--- src/rtl/parity_serial_tx.sv ---
// Parity-framed serial transmitter: start bit, LSB-first data, parity bit, stop bit.
// Define PARITY_ODD_EN for odd parity; the default build uses even parity.
module parity_serial_tx #(
    parameter int unsigned DATA_W       = 8,
    parameter int unsigned CLKS_PER_BIT = 4
) (
    input  logic              clk,
    input  logic              rst,
    input  logic [DATA_W-1:0] in_data,
    input  logic              in_valid,
    output logic              in_ready,
    output logic              tx_line,
    output logic              tx_busy,
    output logic              frame_done
);

    localparam int unsigned BAUD_W = $clog2(CLKS_PER_BIT) + 1;
    localparam int unsigned BIT_W  = $clog2(DATA_W) + 1;
    localparam logic [BAUD_W-1:0] BAUD_LAST = BAUD_W'(CLKS_PER_BIT - 1);
    localparam logic [BIT_W-1:0]  BIT_LAST  = BIT_W'(DATA_W - 1);

    typedef enum logic [2:0] {
        S_IDLE,
        S_START,
        S_DATA,
        S_PARITY,
        S_STOP
    } state_t;

    state_t              state_q, state_d;
    logic [BAUD_W-1:0]   baud_q, baud_d;
    logic [BIT_W-1:0]    bit_q, bit_d;
    logic [DATA_W-1:0]   shift_q, shift_d;
    logic                parity_q, parity_d;
    logic                tx_line_q, tx_line_d;
    logic                tx_busy_q, tx_busy_d;
    logic                frame_done_q, frame_done_d;
    logic                in_parity;
    logic                accept;
    logic                bit_end;

    // Parity bit chosen so the receiver's check over data plus parity comes out clean
`ifdef PARITY_ODD_EN
    assign in_parity = ~^in_data;
`else
    assign in_parity = ^in_data;
`endif

    assign in_ready = (state_q == S_IDLE);
    assign accept   = in_valid && in_ready;
    assign bit_end  = (baud_q == BAUD_LAST);

    always_ff @(posedge clk or posedge rst) begin
        if (rst) begin
            state_q      <= S_IDLE;
            baud_q       <= '0;
            bit_q        <= '0;
            shift_q      <= '0;
            parity_q     <= 1'b0;
            tx_line_q    <= 1'b1;
            tx_busy_q    <= 1'b0;
            frame_done_q <= 1'b0;
        end else begin
            state_q      <= state_d;
            baud_q       <= baud_d;
            bit_q        <= bit_d;
            shift_q      <= shift_d;
            parity_q     <= parity_d;
            tx_line_q    <= tx_line_d;
            tx_busy_q    <= tx_busy_d;
            frame_done_q <= frame_done_d;
        end
    end

    // Next state; registered outputs are decoded from the next state so they line up with it
    always_comb begin
        state_d      = state_q;
        baud_d       = baud_q;
        bit_d        = bit_q;
        shift_d      = shift_q;
        parity_d     = parity_q;
        tx_line_d    = 1'b1;
        tx_busy_d    = 1'b0;
        frame_done_d = 1'b0;

        if (state_q != S_IDLE) begin
            baud_d = bit_end ? '0 : baud_q + BAUD_W'(1);
        end

        case (state_q)
            S_IDLE: begin
                baud_d = '0;
                bit_d  = '0;
                if (accept) begin
                    shift_d  = in_data;
                    parity_d = in_parity;
                    state_d  = S_START;
                end
            end
            S_START: begin
                if (bit_end) begin
                    state_d = S_DATA;
                end
            end
            S_DATA: begin
                if (bit_end) begin
                    if (bit_q == BIT_LAST) begin
                        bit_d   = '0;
                        state_d = S_PARITY;
                    end else begin
                        bit_d   = bit_q + BIT_W'(1);
                        shift_d = shift_q >> 1;
                    end
                end
            end
            S_PARITY: begin
                if (bit_end) begin
                    state_d = S_STOP;
                end
            end
            S_STOP: begin
                if (bit_end) begin
                    state_d = S_IDLE;
                end
            end
            default: begin
                state_d = S_IDLE;
            end
        endcase

        case (state_d)
            S_START:  tx_line_d = 1'b0;
            S_DATA:   tx_line_d = shift_d[0];
            S_PARITY: tx_line_d = parity_d;
            default:  tx_line_d = 1'b1;
        endcase

        tx_busy_d    = (state_d != S_IDLE);
        frame_done_d = (state_d == S_STOP) && (baud_d == BAUD_LAST);
    end

    assign tx_line    = tx_line_q;
    assign tx_busy    = tx_busy_q;
    assign frame_done = frame_done_q;

endmodule

--- config.mk ---
export PLATFORM = sky130hd
export DESIGN_NAME = parity_serial_tx
export DESIGN_NICKNAME = d
export VERILOG_FILES = /design/src/rtl/parity_serial_tx.sv
export SDC_FILE = /design/constraint.sdc
export NUM_CORES = 1
export LEC_CHECK = 0
export BUFFER_PORTS_ARGS = -buffer_cell sky130_fd_sc_hd__clkbuf_2
export CAP_MARGIN = 10
export CORE_MARGIN = 2
export CORE_UTILIZATION = 40
export DETAILED_ROUTE_END_ITERATION = 10
export PLACE_DENSITY_LB_ADDON = 0.3
export SYNTH_ARGS = -nofsm -noshare
export SYNTH_HDL_FRONTEND = slang
export SYNTH_SLANG_ARGS = --single-unit
export TNS_END_PERCENT = 30
--- constraint.sdc ---
create_clock -name clk -period 2.25 [get_ports clk]
set_input_delay 0.225 -clock clk [delete_from_list [all_inputs] [get_ports clk]]
set_output_delay 0.225 -clock clk [all_outputs]
set_load 0.1 [all_outputs]
## Word level (Yosys, flattened, before mapping)

Index checks and enable logic that the tools add are counted.

| storage, ports and cells | value |
|---|---|
| register bits | 22 |
| latch bits | 0 |
| memory bits (writable) | 0 |
| ROM bits | 0 |
| bits of input ports | 11 |
| output and inout bits | 4 |
| logic and storage cells | 54 |
| memories kept | 0 |

| operators by class | value |
|---|---|
| $add $sub $neg | 2 |
| multiply operators | 0 |
| div/mod/pow operators | 0 |
| magnitude comparators | 0 |
| equality and inequality tests | 14 |
| shift operators | 0 |
| mux-type cells | 20 |
| bitwise operators | 0 |
| reduce and logical (&&, ||, !) cells | 9 |

Operator list:

| kind | count |
|---|---|
| $mux W3 | 9 |
| $mux W8 | 3 |
| $eq A3 B2 Y1 const B | 6 |
| $pmux W8 S2 | 1 |
| $pmux W3 S5 | 1 |
| $mux W4 | 2 |
| $pmux W4 S2 | 1 |
| $reduce_xor A8 Y1 | 1 |
| $eq A3 B1 Y1 const B | 2 |
| $eq A3 B3 Y1 const B | 2 |
| $reduce_bool A3 Y1 | 2 |
| $add A4 B1 Y4 const B | 1 |
| $eq A4 B3 Y1 const B | 1 |
| $ne A2 B2 Y1 const B | 2 |
| $reduce_and A4 Y1 | 1 |
| $add A3 B1 Y3 const B | 1 |
| $logic_not A3 Y1 | 1 |
| $pmux W1 S3 | 1 |
| $logic_and A1 B1 Y1 | 2 |
| $mux W1 | 2 |
| $ne A2 B1 Y1 const B | 1 |
| $reduce_and A2 Y1 | 1 |
| $reduce_bool A2 Y1 | 1 |

## Logic depth before layout (Yosys ltp)

Gate-level depths: netlist (run 1).

| logic depth | value |
|---|---|
| word-level depth | 6 |
| mapped depth | 8 |
| gate-level depth less buffers | 6 |

## Least setup slack after synthesis (run 1)

OpenSTA, ideal clock, no wires.

| timing | value |
|---|---|
| path type | reg2reg |
| from | register state_q[2] |
| to | register frame_done_q, in the netlist frame_done |
| library setup time | 120 ps |
| data arrival time | 2,361 ps |
| data required time | 2,130 ps |
| slack | -231 ps |
| cell stages (with the launch flop) | 5 |
| buffers on the path | 0 |
| period minus slack after synthesis | 2,481 ps |
| cell sequence | dfrtp_1 -> or2_1 -> nor2_1 -> nor2b_1 -> and3_1 |

| on the way | value |
|---|---|
| elaborated cells between the ends (all ways) | 19 |
| classes of those cells | eq/ne: 6; mux: 9; reduce/logical: 4 |

RTL lines:

| item | line | RTL |
|---|---|---|
| from (decl) | 30 | `state_t state_q, state_d;` |
| from (signal assigned) | 64 | `state_q <= state_d;` |
| $logic_not A3 Y1 | 49 | `assign in_ready = (state_q == S_IDLE);` |
| via in_ready | 11 | `output logic in_ready,` |
| $mux W3 | 90 | `case (state_q)` |
| via baud_d[1] | 31 | `logic [BAUD_W-1:0] baud_q, baud_d;` |
| $eq A3 B2 Y1 | 139 | `frame_done_d = (state_d == S_STOP) && (baud_d == BAUD_LAST);` |
| $logic_and A1 B1 Y1 | 139 |  |
| via frame_done_d | 37 | `logic frame_done_q, frame_done_d;` |
| to (signal assigned) | 71 | `frame_done_q <= frame_done_d;` |
| to (decl) | 37 |  |

The timed path passes the listed nets, and every way through them passes these cells.
A chain may end at the register's enable or synchronous reset.

## Worst setup path in the final report (run 1)

| timing | value |
|---|---|
| from | register state_q[2] |
| to | output port in_ready |

| on the way | value |
|---|---|
| cells in the longest elaborated chain, start to end | 1 |

RTL lines:

| item | line |
|---|---|
| $logic_not A3 Y1 | 49 |
| to (decl) | 11 |

No other way between the ends.

==> impl_metrics.prom, run 1 <==
# TYPE chip_impl_metric gauge
chip_impl_metric{name="floorplan.die.width",unit="µm"} 55.87
chip_impl_info{name="netlist_top_cells_area",value="dfrtp_1, xnor2_1, nand2_1"} 1
chip_impl_info{name="most-common-layout-cells",value="dfrtp_1, nand2_1, clkbuf_2, xnor2_1, o21ai_0"} 1
chip_impl_metric{name="finalHoldViolations",unit=""} 0
chip_impl_metric{name="avgRoutedWirePerCell",unit="µm"} 12.40
chip_impl_metric{name="timing.critical_path.fanout_max",unit=""} 8
chip_impl_metric{name="finalMaxSlewViolations",unit=""} 0
chip_impl_metric{name="worstPathRequired",unit="ns"} 2.03
chip_impl_metric{name="syn_area_per_cell",unit="µm²"} 10.35
chip_impl_metric{name="synth_sequential_area_ratio",unit=""} 0.5128
chip_impl_metric{name="area_taken_by_flip_flops_and_latches",unit="µm²"} 551.8
chip_impl_metric{name="worst_path_largest_cell_delay",unit="ns"} 0.48
chip_impl_metric{name="power_per_cell_area",unit="nW/µm²"} 1302
chip_impl_metric{name="chipHeight",unit="µm"} 55.87
chip_impl_metric{name="worst_slew_margin_rel",unit=""} 0.4605
chip_impl_info{name="start_kind",value="flip-flop"} 1
chip_impl_metric{name="starting_density_of_the_core",unit=""} 0.4266
chip_impl_metric{name="cts_post_setup_buffers_inserted",unit=""} 0
chip_impl_metric{name="post-place-cells",unit=""} 146
chip_impl_metric{name="antenna_found_initial",unit=""} 0
chip_impl_info{name="synth_top_area_cell",value="dfrtp_1"} 1
chip_impl_metric{name="worst_skew_pair.late_latency",unit="ns"} 0.30
chip_impl_metric{name="vias",unit=""} 791
chip_impl_metric{name="synthDominantCellAreaShare",unit=""} 0.4884
chip_impl_metric{name="post_synth_inst_count",unit=""} 104
chip_impl_info{name="clock-root-buffer",value="clkbuf_4"} 1
chip_impl_metric{name="fillerInstances",unit=""} 246
chip_impl_metric{name="core",unit="µm²"} 2522
chip_impl_metric{name="max-vdd-ir-drop",unit="mV"} 1.014
chip_impl_info{name="critical_path.top_delay_family",value="buffers and inverters"} 1
chip_impl_metric{name="drc",unit=""} 0
chip_impl_metric{name="netlist_area",unit="µm²"} 1076
chip_impl_metric{name="finish.cell_count_without_fillers",unit=""} 150
chip_impl_metric{name="num_antenna_cells",unit=""} 0
chip_impl_metric{name="finalClockSkew",unit="ns"} 0.001011
chip_impl_metric{name="detail_route.wirelength",unit="µm"} 1860
chip_impl_metric{name="drt-initial-drc-count",unit=""} 24
chip_impl_metric{name="cp.arrival",unit="ns"} 1.69
chip_impl_metric{name="gr-total-overflow",unit=""} 0
chip_impl_metric{name="multiInputGateArea",unit="µm²"} 478.0
chip_impl_metric{name="grt_start_max_net_pins",unit=""} 23
chip_impl_metric{name="final_critical_period",unit="ns"} 1.910
chip_impl_info{name="critPathCaptureType",value="output port"} 1
chip_impl_metric{name="finalSetupViolCount",unit=""} 0
chip_impl_metric{name="postSynthRegisterBits",unit=""} 22
chip_impl_metric{name="max-cap-violations",unit=""} 0
chip_impl_metric{name="residual_antenna_violating_net_count_after_detailed_routing",unit=""} 0
chip_impl_metric{name="io_pins",unit=""} 15
chip_impl_metric{name="fmax",unit="MHz"} 523.5
chip_impl_metric{name="layout-area-overhead-vs-synth",unit="%"} 11.51
chip_impl_metric{name="globalRouteTotalUtil",unit=""} 0.1371
chip_impl_metric{name="finalCritPeriodShare",unit=""} 0.8489
chip_impl_metric{name="routability_congestion_estimate_from_global_placement",unit=""} 0.8214
chip_impl_metric{name="synth.distinct_cells",unit=""} 34
chip_impl_metric{name="groute.layer.met3.usage",unit=""} 0.03488
chip_impl_metric{name="number_of_global_route_vias_before_repair",unit=""} 782
chip_impl_metric{name="grtUsageMet1",unit=""} 0.1837
chip_impl_info{name="outcome",value="complete, no violations"} 1
chip_impl_metric{name="design.final.nets",unit=""} 134
chip_impl_metric{name="post-dp-hpwl",unit="µm"} 1415
chip_impl_metric{name="grt_util_met2",unit=""} 0.2194
chip_impl_metric{name="yosysWarnings",unit=""} 0
chip_impl_info{name="layout.cells.most_common",value="dfrtp_1"} 1
chip_impl_metric{name="mappedNetlistNets",unit=""} 117
chip_impl_metric{name="layout-drive-gt1-share",unit=""} 0.2000
chip_impl_metric{name="post_cts_resized",unit=""} 0
chip_impl_metric{name="worst-slew-pin-transition",unit="ns"} 0.8083
chip_impl_metric{name="max-clock-path-buffers",unit=""} 2
chip_impl_metric{name="numCtsBuffers",unit=""} 3
chip_impl_metric{name="avgViaCountPerCell",unit=""} 5.273
chip_impl_metric{name="worstPathBufferInverterCount",unit=""} 1
chip_impl_metric{name="cellLeakagePower",unit="nW"} 0.5751
chip_impl_metric{name="placement.io_buffers",unit=""} 14
chip_impl_metric{name="fin_tns_setup",unit="ns"} 0
chip_impl_info{name="worstSetupPathType",value="flip-flop to output port"} 1
chip_impl_metric{name="htree_levels",unit=""} 1
chip_impl_metric{name="fp-row-count",unit=""} 18
chip_impl_info{name="hold_class",value="primary input to asynchronous set/reset pin"} 1
chip_impl_info{name="slowest_stage",value="clkbuf_2"} 1
chip_impl_info{name="cts_tree",value="yes"} 1
chip_impl_metric{name="drtPass1Iterations",unit=""} 4
chip_impl_info{name="worstPathCellList",value="or2_1 > nor2_2 > clkbuf_2"} 1
chip_impl_metric{name="die_area",unit="µm²"} 3121
chip_impl_metric{name="cts-hold-fix-buffers",unit=""} 0
chip_impl_metric{name="fin_hold_ws",unit="ns"} 0.03942
chip_impl_info{name="globalRoute.busiestLayer",value="met2"} 1
chip_impl_metric{name="path_clk_slew",unit="ns"} 0.11
chip_impl_metric{name="cts_sink_cnt",unit=""} 22
chip_impl_info{name="setup_repair_after_global_routing_missed_its_margin",value="no"} 1
chip_impl_metric{name="grt_pass1_wl",unit="µm"} 3381
[final timing paths]
path                            cells after the start                     end                  from  slack (ns)
max in group asynchronous                           2  shift_q[7]$_DFFE_PP0P_                   rst        1.72
worst max register to register                      6       tx_line$_DFF_PP1_   baud_q[0]$_DFF_PP0_        0.36
worst min register to register                      1     baud_q[0]$_DFF_PP0_   baud_q[0]$_DFF_PP0_        0.48
min in group clk                                    3  shift_q[7]$_DFFE_PP0P_            in_data[7]        0.15
worst min-delay path                                2    state_q[1]$_DFF_PP0_                   rst        0.04
worst max-delay path                                3                in_ready  state_q[2]$_DFF_PP0_        0.34
[per-stage QoR]
step	worst slack (ns)	utilization	total power (W)	area (µm²)
2_1_floorplan	0.2952	-	0.001228	1079
6_report	0.3399	0.4757	0.001562	1200
5_1_grt	0.2277	0.4757	0.001679	1200
3_3_place_gp	0.4182	0.4613	0.001345	1164
3_5_place_dp	0.3726	0.4613	0.001363	1164
4_1_cts	0.3080	0.4757	0.001586	1200
[cell families (layout without fill, tap and decap cells)]
logic type	Yosys count	count (layout)	share of synthesized area
XOR/XNOR	8	8	0.06512
buffers and inverters	7	23	0.04534
AO/OA/AOI/OAI	24	24	0.1547
adder cells (fa/ha/maj)	2	2	0.02325
AND/OR/NAND/NOR	41	41	0.1989
flip-flops	22	22	0.5128
[power by group]
group	switching [W]	internal, W	leakage [nW]
registers	0.0000929	0.000544	0.278
logic	0.000502	0.000209	0.276
clock network	0.000115	0.0000987	0.0210
[synthesized netlist by cell type, drive strengths merged]
cell type and count:
dfrtp 21, nand2 16, xnor2 8, o21ai 7, a22oi 6, nor2 6
and3b 3, buf 3, inv 3, a21oi 2, a31oi 2, and3 2
ha 2, nand3 2, nor2b 2, nor3 2, o31ai 2, a21boi 1
a221o 1, a221oi 1, a32o 1, and2 1, clkbuf 1, dfstp 1
nand2b 1, nand3b 1, nand4 1, nor3b 1, nor4b 1, o21bai 1
or2 1, or3 1
[sequential cells by signal (all words and copies together), names as in the netlist]
| signal | cells |
|---|---|
| baud_q | 3 |
| bit_q | 4 |
| frame_done | 1 |
| parity_q | 1 |
| shift_q | 8 |
| state_q | 3 |
| tx_busy | 1 |
| tx_line | 1 |
[cell type report]
cell class / instances / area share
Multi-Input combinational cell: 75 / 0.3983
Inverter: 3 / 0.009385
Clock buffer: 4 / 0.03024
Tap cell: 30 / 0.03128
Timing Repair Buffer: 16 / 0.07091
Sequential cell: 22 / 0.4599
[worst register-to-register path, cell delays in order (launching register included)]
cell and delay (ns):
dfrtp_1 0.41, ha_1 0.23, and3b_1 0.25, and3_4 0.24, a221o_1 0.38, o31ai_2 0.22, o31ai_1 0.10
[metal layers]
metal | routed length [µm] | vias to the layer above
met2 | 850 | 13
li1 | - | 399
met3 | 69 | 4
met4 | 23 | 0
met5 | 0 | -
met1 | 917 | 375
Power figures use the tool's default switching activity.
==> run 2: changes to the inputs <==
==> constraint.sdc (replaced) <==
create_clock -name clk -period 1.6 [get_ports clk]
set_input_delay 0.16 -clock clk [delete_from_list [all_inputs] [get_ports clk]]
set_output_delay 0.16 -clock clk [all_outputs]
set_load 0.1 [all_outputs]
==> run 2 against run 1 <==
  * The flow now finishes with violations (setup timing)
  * Sequential cell count stayed put
  * Clock-buffer cell count stayed put
  * Critical endpoint is now tx_line$_DFF_PP1_
  * Die area stayed put
  * Sequential power is 37% higher
==> impl_metrics.prom, run 2 (synthesis gave the netlist of run 1 again) <==
# TYPE chip_impl_metric gauge
chip_impl_info{name="outcome",value="finished, violations left"} 1
chip_impl_info{name="violations",value="setup timing"} 1
chip_impl_metric{name="path_clk_slew",unit="ns"} 0.12
chip_impl_metric{name="final_critical_period",unit="ns"} 1.680
chip_impl_metric{name="grt_start_max_net_pins",unit=""} 23
chip_impl_metric{name="num_antenna_cells",unit=""} 0
chip_impl_info{name="timing.hold.worst.start",value="in_data[7]"} 1
chip_impl_metric{name="timing.critical_path.fanout_max",unit=""} 4
chip_impl_metric{name="io_pins",unit=""} 15
chip_impl_metric{name="worst_skew_pair.late_latency",unit="ns"} 0.31
chip_impl_metric{name="max-cap-violations",unit=""} 0
chip_impl_metric{name="power_per_cell_area",unit="nW/µm²"} 1826
chip_impl_info{name="crit_start",value="baud_q[1]$_DFF_PP0_"} 1
chip_impl_metric{name="grt_pass1_wl",unit="µm"} 3788
chip_impl_metric{name="drc",unit=""} 0
chip_impl_metric{name="cts_sink_cnt",unit=""} 22
chip_impl_metric{name="placement.io_buffers",unit=""} 14
chip_impl_metric{name="finalHoldViolations",unit=""} 0
chip_impl_metric{name="finalClockSkew",unit="ns"} 0.007173
chip_impl_metric{name="globalRouteTotalUtil",unit=""} 0.1546
chip_impl_metric{name="cellLeakagePower",unit="nW"} 0.6470
chip_impl_metric{name="post-dp-hpwl",unit="µm"} 1684
chip_impl_metric{name="htree_levels",unit=""} 1
chip_impl_info{name="cts_tree",value="yes"} 1
chip_impl_info{name="largest_register",value="shift_q"} 1
chip_impl_metric{name="finalCritPeriodShare",unit=""} 1.050
chip_impl_metric{name="worst_slew_margin_rel",unit=""} 0.6420
chip_impl_metric{name="largest_reg_flops",unit=""} 8
chip_impl_metric{name="fin_tns_setup",unit="ns"} -0.1121
chip_impl_metric{name="finalSetupViolCount",unit=""} 2
chip_impl_info{name="layout.cells.most_common",value="dfrtp_1"} 1
chip_impl_metric{name="layout-area-overhead-vs-synth",unit="%"} 24.07
chip_impl_metric{name="max-clock-path-buffers",unit=""} 2
chip_impl_metric{name="worst_slack",unit="ns"} -0.07975
chip_impl_metric{name="detail_route.wirelength",unit="µm"} 2211
chip_impl_metric{name="finalMaxSlewViolations",unit=""} 0
chip_impl_info{name="hold_class",value="primary input to flip-flop"} 1
chip_impl_metric{name="vias",unit=""} 881
chip_impl_metric{name="antenna_found_initial",unit=""} 0
chip_impl_metric{name="number_of_global_route_vias_before_repair",unit=""} 861
chip_impl_metric{name="residual_antenna_violating_net_count_after_detailed_routing",unit=""} 0
chip_impl_metric{name="die_area",unit="µm²"} 3121
chip_impl_info{name="clock-root-buffer",value="clkbuf_4"} 1
chip_impl_metric{name="drtPass1Iterations",unit=""} 6
chip_impl_metric{name="core",unit="µm²"} 2522
chip_impl_info{name="worstSetupPathType",value="flip-flop to flip-flop"} 1
chip_impl_metric{name="final_design_area_no_fill",unit="µm²"} 1335
chip_impl_metric{name="numCtsBuffers",unit=""} 3
chip_impl_metric{name="chipHeight",unit="µm"} 55.87
chip_impl_info{name="r2r-start",value="baud_q[1]$_DFF_PP0_"} 1
chip_impl_metric{name="drt-initial-drc-count",unit=""} 13
chip_impl_metric{name="avgRoutedWirePerCell",unit="µm"} 13.48
chip_impl_info{name="most-common-layout-cells",value="dfrtp_1, nand2_1, clkbuf_2, buf_4, xnor2_1"} 1
chip_impl_metric{name="routability_congestion_estimate_from_global_placement",unit=""} 0.7558
chip_impl_info{name="critPathCaptureType",value="flip-flop"} 1
chip_impl_metric{name="placed_cell_areas",unit="µm²"} 1284
chip_impl_metric{name="fmax",unit="MHz"} 595.3
chip_impl_metric{name="fp-row-count",unit=""} 18
chip_impl_metric{name="avgViaCountPerCell",unit=""} 5.372
chip_impl_metric{name="worstPathRequired",unit="ns"} 1.84
chip_impl_metric{name="cp.arrival",unit="ns"} 1.92
chip_impl_metric{name="worst-slew-pin-transition",unit="ns"} 0.5392
chip_impl_info{name="largest_registers",value="shift_q: 8 flops, bit_q: 4 flops"} 1
chip_impl_info{name="setup_repair_after_global_routing_missed_its_margin",value="yes"} 1
chip_impl_metric{name="post-place-ws",unit="ns"} -0.05754
chip_impl_metric{name="cts_post_setup_buffers_inserted",unit=""} 0
chip_impl_metric{name="floorplan.die.width",unit="µm"} 55.87
chip_impl_info{name="start_kind",value="flip-flop"} 1
chip_impl_metric{name="max-vdd-ir-drop",unit="mV"} 1.490
chip_impl_metric{name="layout-drive-gt1-share",unit=""} 0.2910
chip_impl_metric{name="gr-total-overflow",unit=""} 0
chip_impl_metric{name="starting_density_of_the_core",unit=""} 0.4266
chip_impl_metric{name="design.final.nets",unit=""} 148
[run 2: worst max-delay path: stages (launching register included)]
cell and delay [ns]:
dfrtp_1 0.39, ha_2 0.19, and3b_1 0.21, and3_4 0.19, a221o_1 0.35, o31ai_2 0.18, o31ai_1 0.10
[run 2: worst paths after layout]
kind | endpoint | slack, ns | cells past startpoint
max in group asynchronous | tx_line$_DFF_PP1_ | 0.92 | 4
setup / recovery | tx_line$_DFF_PP1_ | -0.08 | 6
hold reg to reg | shift_q[4]$_DFFE_PP0P_ | 0.50 | 2
hold / removal | shift_q[7]$_DFFE_PP0P_ | 0.08 | 3
min in group asynchronous | shift_q[5]$_DFFE_PP0P_ | 0.39 | 4
setup reg to reg | tx_line$_DFF_PP1_ | -0.08 | 6
[run 2: layout make-up]
type	instances	area [µm²]
multi-input cells	75	493.0
fillers	232	1187
well taps	30	37.54
clock buffers	4	26.28
inverters	3	11.26
repair buffers	30	215.2
flip-flops and latches	22	551.8
[run 2: report_power, final]
| group | switching, W | internal [W] | total [W] | leakage (nW) |
|---|---|---|---|---|
| combinational | 0.000810 | 0.000496 | 0.00131 | 0.354 |
| clock | 0.000161 | 0.0000975 | 0.000258 | 0.0150 |
| sequential | 0.000108 | 0.000766 | 0.000874 | 0.278 |
[run 2: metrics by stage]
| step | std cells | hold slack [ns] | power [W] | utilization |
|---|---|---|---|---|
| global route | 164 | 0.09023 | 0.002613 | 0.5293 |
| CTS | 164 | 0.08640 | 0.002405 | 0.5233 |
| floorplan | 104 | 0.1485 | 0.001743 | - |
| finish | 164 | 0.08234 | 0.002438 | 0.5293 |
| global placement | 159 | 0.1886 | 0.002111 | 0.5089 |
| detailed placement | 159 | 0.1993 | 0.002145 | 0.5089 |
[run 2: routing by layer]
metal,vias to the layer above,wire (µm),GRT usage
met4,0,36,0.06122
li1,430,-,-
met1,425,1010,0.1970
met2,21,1082,0.2653
met5,-,0,0
met3,5,82,0.02093
[run 2: repair_timing]
action / CTS / global route
pin swaps: 0 / 1
endpoints found under the hold margin: 21 / 0
gates cloned: 0 / 0
resized for setup: 0 / 6
endpoints found under the setup margin: 2 / 8
hold buffers: 1 / 0
==> run 3: changes to the inputs <==
--- a/config.mk
+++ b/config.mk
@@ -5,9 +5,9 @@
 export SDC_FILE = /design/constraint.sdc
 export NUM_CORES = 1
 export LEC_CHECK = 0
-export BUFFER_PORTS_ARGS = -buffer_cell sky130_fd_sc_hd__clkbuf_2
+export BUFFER_PORTS_ARGS = -buffer_cell sky130_fd_sc_hd__buf_2
 export CAP_MARGIN = 10
-export CORE_MARGIN = 2
+export CORE_MARGIN = 4
 export CORE_UTILIZATION = 40
 export DETAILED_ROUTE_END_ITERATION = 10
 export PLACE_DENSITY_LB_ADDON = 0.3
==> run 3 against run 2 <==
  * Critical path depth did not move
  * Sequential cell count unchanged
  * Clock-buffer cell count is 1 lower
  * Clock skew fell by 0.0015 ns
  * Via count rose by 0.57%
  * Worst hold slack better by 0.0013 ns
  * Sequential share of layout area decreased by 2.1 points
  * Non-clock buffer count is 5 higher
  * Critical endpoint unchanged
  * The run still ends with setup timing left
  * Combinational power is 6% higher
==> impl_metrics.prom, run 3 (synthesis gave the netlist of run 1 again) <==
# TYPE chip_impl_metric gauge
chip_impl_info{name="outcome",value="finished, violations left"} 1
chip_impl_info{name="violations",value="setup timing"} 1
chip_impl_info{name="critPathCaptureType",value="flip-flop"} 1
chip_impl_metric{name="finish.cell_count_without_fillers",unit=""} 169
chip_impl_metric{name="avgRoutedWirePerCell",unit="µm"} 12.79
chip_impl_metric{name="fmax",unit="MHz"} 604.1
chip_impl_metric{name="placement.io_buffers",unit=""} 14
chip_impl_metric{name="detail_route.wirelength",unit="µm"} 2161
chip_impl_metric{name="die_area",unit="µm²"} 3584
chip_impl_metric{name="final_critical_period",unit="ns"} 1.655
chip_impl_metric{name="antenna_found_initial",unit=""} 0
chip_impl_metric{name="path_clk_slew",unit="ns"} 0.13
chip_impl_metric{name="cellLeakagePower",unit="nW"} 0.6877
chip_impl_metric{name="finalMaxSlewViolations",unit=""} 0
chip_impl_metric{name="worst-slew-pin-transition",unit="ns"} 0.4849
chip_impl_info{name="setup_repair_after_global_routing_missed_its_margin",value="yes"} 1
chip_impl_metric{name="max-cap-violations",unit=""} 0
chip_impl_metric{name="avgViaCountPerCell",unit=""} 5.243
chip_impl_info{name="critical_path.top_delay_family",value="compound AO/OA/AOI/OAI gates"} 1
chip_impl_metric{name="floorplan.die.width",unit="µm"} 59.87
chip_impl_metric{name="post-place-cells",unit=""} 159
chip_impl_metric{name="register_share_of_total_power",unit=""} 0.324
chip_impl_metric{name="worstPathBufferInverterCount",unit=""} 0
chip_impl_metric{name="internal-power",unit="W"} 0.001592
chip_impl_metric{name="drtPass1Iterations",unit=""} 4
chip_impl_metric{name="drc",unit=""} 0
chip_impl_metric{name="design.final.nets",unit=""} 153
chip_impl_metric{name="numCtsBuffers",unit=""} 3
chip_impl_metric{name="largest_reg_flops",unit=""} 8
chip_impl_metric{name="gr-total-overflow",unit=""} 0
chip_impl_metric{name="drt-initial-drc-count",unit=""} 63
chip_impl_info{name="worstSetupPathType",value="flip-flop to flip-flop"} 1
chip_impl_metric{name="number_of_global_route_vias_before_repair",unit=""} 867
chip_impl_info{name="hold_class",value="primary input to flip-flop"} 1
chip_impl_metric{name="grt_start_max_net_pins",unit=""} 23
chip_impl_metric{name="max-clock-path-buffers",unit=""} 2
chip_impl_metric{name="cp.arrival",unit="ns"} 1.90
chip_impl_metric{name="finalClockSkew",unit="ns"} 0.005655
chip_impl_info{name="cts_tree",value="yes"} 1
chip_impl_metric{name="power.clock.fraction",unit=""} 0.158
chip_impl_info{name="start_kind",value="flip-flop"} 1
chip_impl_metric{name="cts_sink_cnt",unit=""} 22
chip_impl_metric{name="chipHeight",unit="µm"} 59.87
chip_impl_metric{name="timing.critical_path.fanout_max",unit=""} 4
chip_impl_metric{name="finalHoldViolations",unit=""} 0
chip_impl_info{name="slowest_stage",value="dfrtp_1"} 1
chip_impl_info{name="largest_registers",value="shift_q: 8 flops, bit_q: 4 flops"} 1
chip_impl_metric{name="residual_antenna_violating_net_count_after_detailed_routing",unit=""} 0
chip_impl_metric{name="layout-area-overhead-vs-synth",unit="%"} 30.81
chip_impl_metric{name="fin_hold_ws",unit="ns"} 0.08368
chip_impl_metric{name="starting_density_of_the_core",unit=""} 0.4266
chip_impl_metric{name="finalSetupViolCount",unit=""} 1
chip_impl_metric{name="globalRouteTotalUtil",unit=""} 0.1386
chip_impl_metric{name="worst_path_largest_cell_delay",unit="ns"} 0.41
chip_impl_metric{name="post-dp-hpwl",unit="µm"} 1591
chip_impl_metric{name="core",unit="µm²"} 2522
chip_impl_metric{name="io_pins",unit=""} 15
chip_impl_info{name="largest_register",value="shift_q"} 1
chip_impl_metric{name="finalCritPeriodShare",unit=""} 1.035
chip_impl_metric{name="power_per_cell_area",unit="nW/µm²"} 1905
chip_impl_metric{name="power.share.combinational",unit=""} 0.518
chip_impl_metric{name="routability_congestion_estimate_from_global_placement",unit=""} 0.7598
chip_impl_metric{name="vias",unit=""} 886
chip_impl_info{name="worstPathCellList",value="ha_2 > and3b_1 > and3_4 > a221o_1 > o31ai_2 > o31ai_1"} 1
chip_impl_metric{name="grt_pass1_wl",unit="µm"} 3726
chip_impl_metric{name="worstPathRequired",unit="ns"} 1.85
chip_impl_metric{name="worst_slew_margin_rel",unit=""} 0.6790
chip_impl_metric{name="worst_skew_pair.late_latency",unit="ns"} 0.31
chip_impl_metric{name="worst_slack",unit="ns"} -0.05539
chip_impl_metric{name="htree_levels",unit=""} 1
chip_impl_info{name="clock-root-buffer",value="clkbuf_4"} 1
chip_impl_metric{name="switching_share",unit=""} 0.4066
chip_impl_metric{name="layout-drive-gt1-share",unit=""} 0.3309
chip_impl_metric{name="fp-row-count",unit=""} 18
chip_impl_metric{name="max-vdd-ir-drop",unit="mV"} 1.390
chip_impl_metric{name="num_antenna_cells",unit=""} 0
chip_impl_info{name="most-common-layout-cells",value="dfrtp_1, buf_4, nand2_1, buf_2"} 1
chip_impl_info{name="layout.cells.most_common",value="dfrtp_1"} 1
chip_impl_metric{name="reg2reg_setup_slack",unit="ns"} -0.06
chip_impl_metric{name="net-switching-power",unit="W"} 0.001090
[run 3: what timing repair did]
item,in CTS,in global routing
setup endpoints to repair,2,7
resized for setup,2,4
hold endpoints to repair,21,0
setup buffers,2,3
pin swaps,1,1
hold buffers,1,0
cloned,0,0
[run 3: cell type report]
type	instances	area [µm²]
fillers	225	1115
flip-flops and latches	22	551.8
multi-input cells	75	501.7
repair buffers	35	252.7
well taps	30	37.54
clock inverters	1	30.03
clock buffers	3	22.52
inverters	3	11.26
[run 3: tightest hold or removal path: cells and delay by family]
family | cells | cell delay (ns)
simple gates | 1 | 0.04
buf+inv | 1 | 0.09
compound gates | 1 | 0.06
[run 3: routing by layer]
layer / share of wire / up-vias / global-route usage
li1: - / 442 / -
met1: 0.45 / 422 / 0.1624
met2: 0.50 / 16 / 0.2438
met3: 0.036 / 6 / 0.02808
met4: 0.016 / 0 / 0.05696
met5: 0 / - / 0
[run 3: power by group through the flow]
stage | Sequential, W | Combinational (W) | Clock (W)
floorplan | 0.00110 | 0.000639 | 0
global placement | 0.000865 | 0.00126 | 0
detailed placement | 0.000877 | 0.00127 | 0
CTS | 0.000867 | 0.00133 | 0.000434
global route | 0.000892 | 0.00152 | 0.000463
finish | 0.000870 | 0.00139 | 0.000422
[run 3: per-stage QoR]
step | TNS (ns) | instance area, µm² | utilization | setup slack (ns) | total power [W]
2_1_floorplan | -0.2013 | 1086 | - | -0.1819 | 0.001743
3_3_place_gp | -0.004967 | 1284 | 0.5089 | -0.004967 | 0.002122
3_5_place_dp | -0.03557 | 1284 | 0.5089 | -0.03557 | 0.002150
4_1_cts | -0.1176 | 1368 | 0.5422 | -0.06099 | 0.002627
5_1_grt | -0.2776 | 1408 | 0.5580 | -0.1062 | 0.002880
6_report | -0.05539 | 1408 | 0.5580 | -0.05539 | 0.002682
[run 3: worst paths after layout]
kind,startpoint,endpoint,cells past startpoint
worst max-delay path,baud_q[0]$_DFF_PP0_,tx_line$_DFF_PP1_,6
worst min-delay path,in_data[7],shift_q[7]$_DFFE_PP0P_,3
worst max register to register,baud_q[0]$_DFF_PP0_,tx_line$_DFF_PP1_,6
worst min register to register,shift_q[3]$_DFFE_PP0P_,shift_q[3]$_DFFE_PP0P_,2
max in group asynchronous,rst,tx_line$_DFF_PP1_,4
min in group asynchronous,rst,baud_q[0]$_DFF_PP0_,4
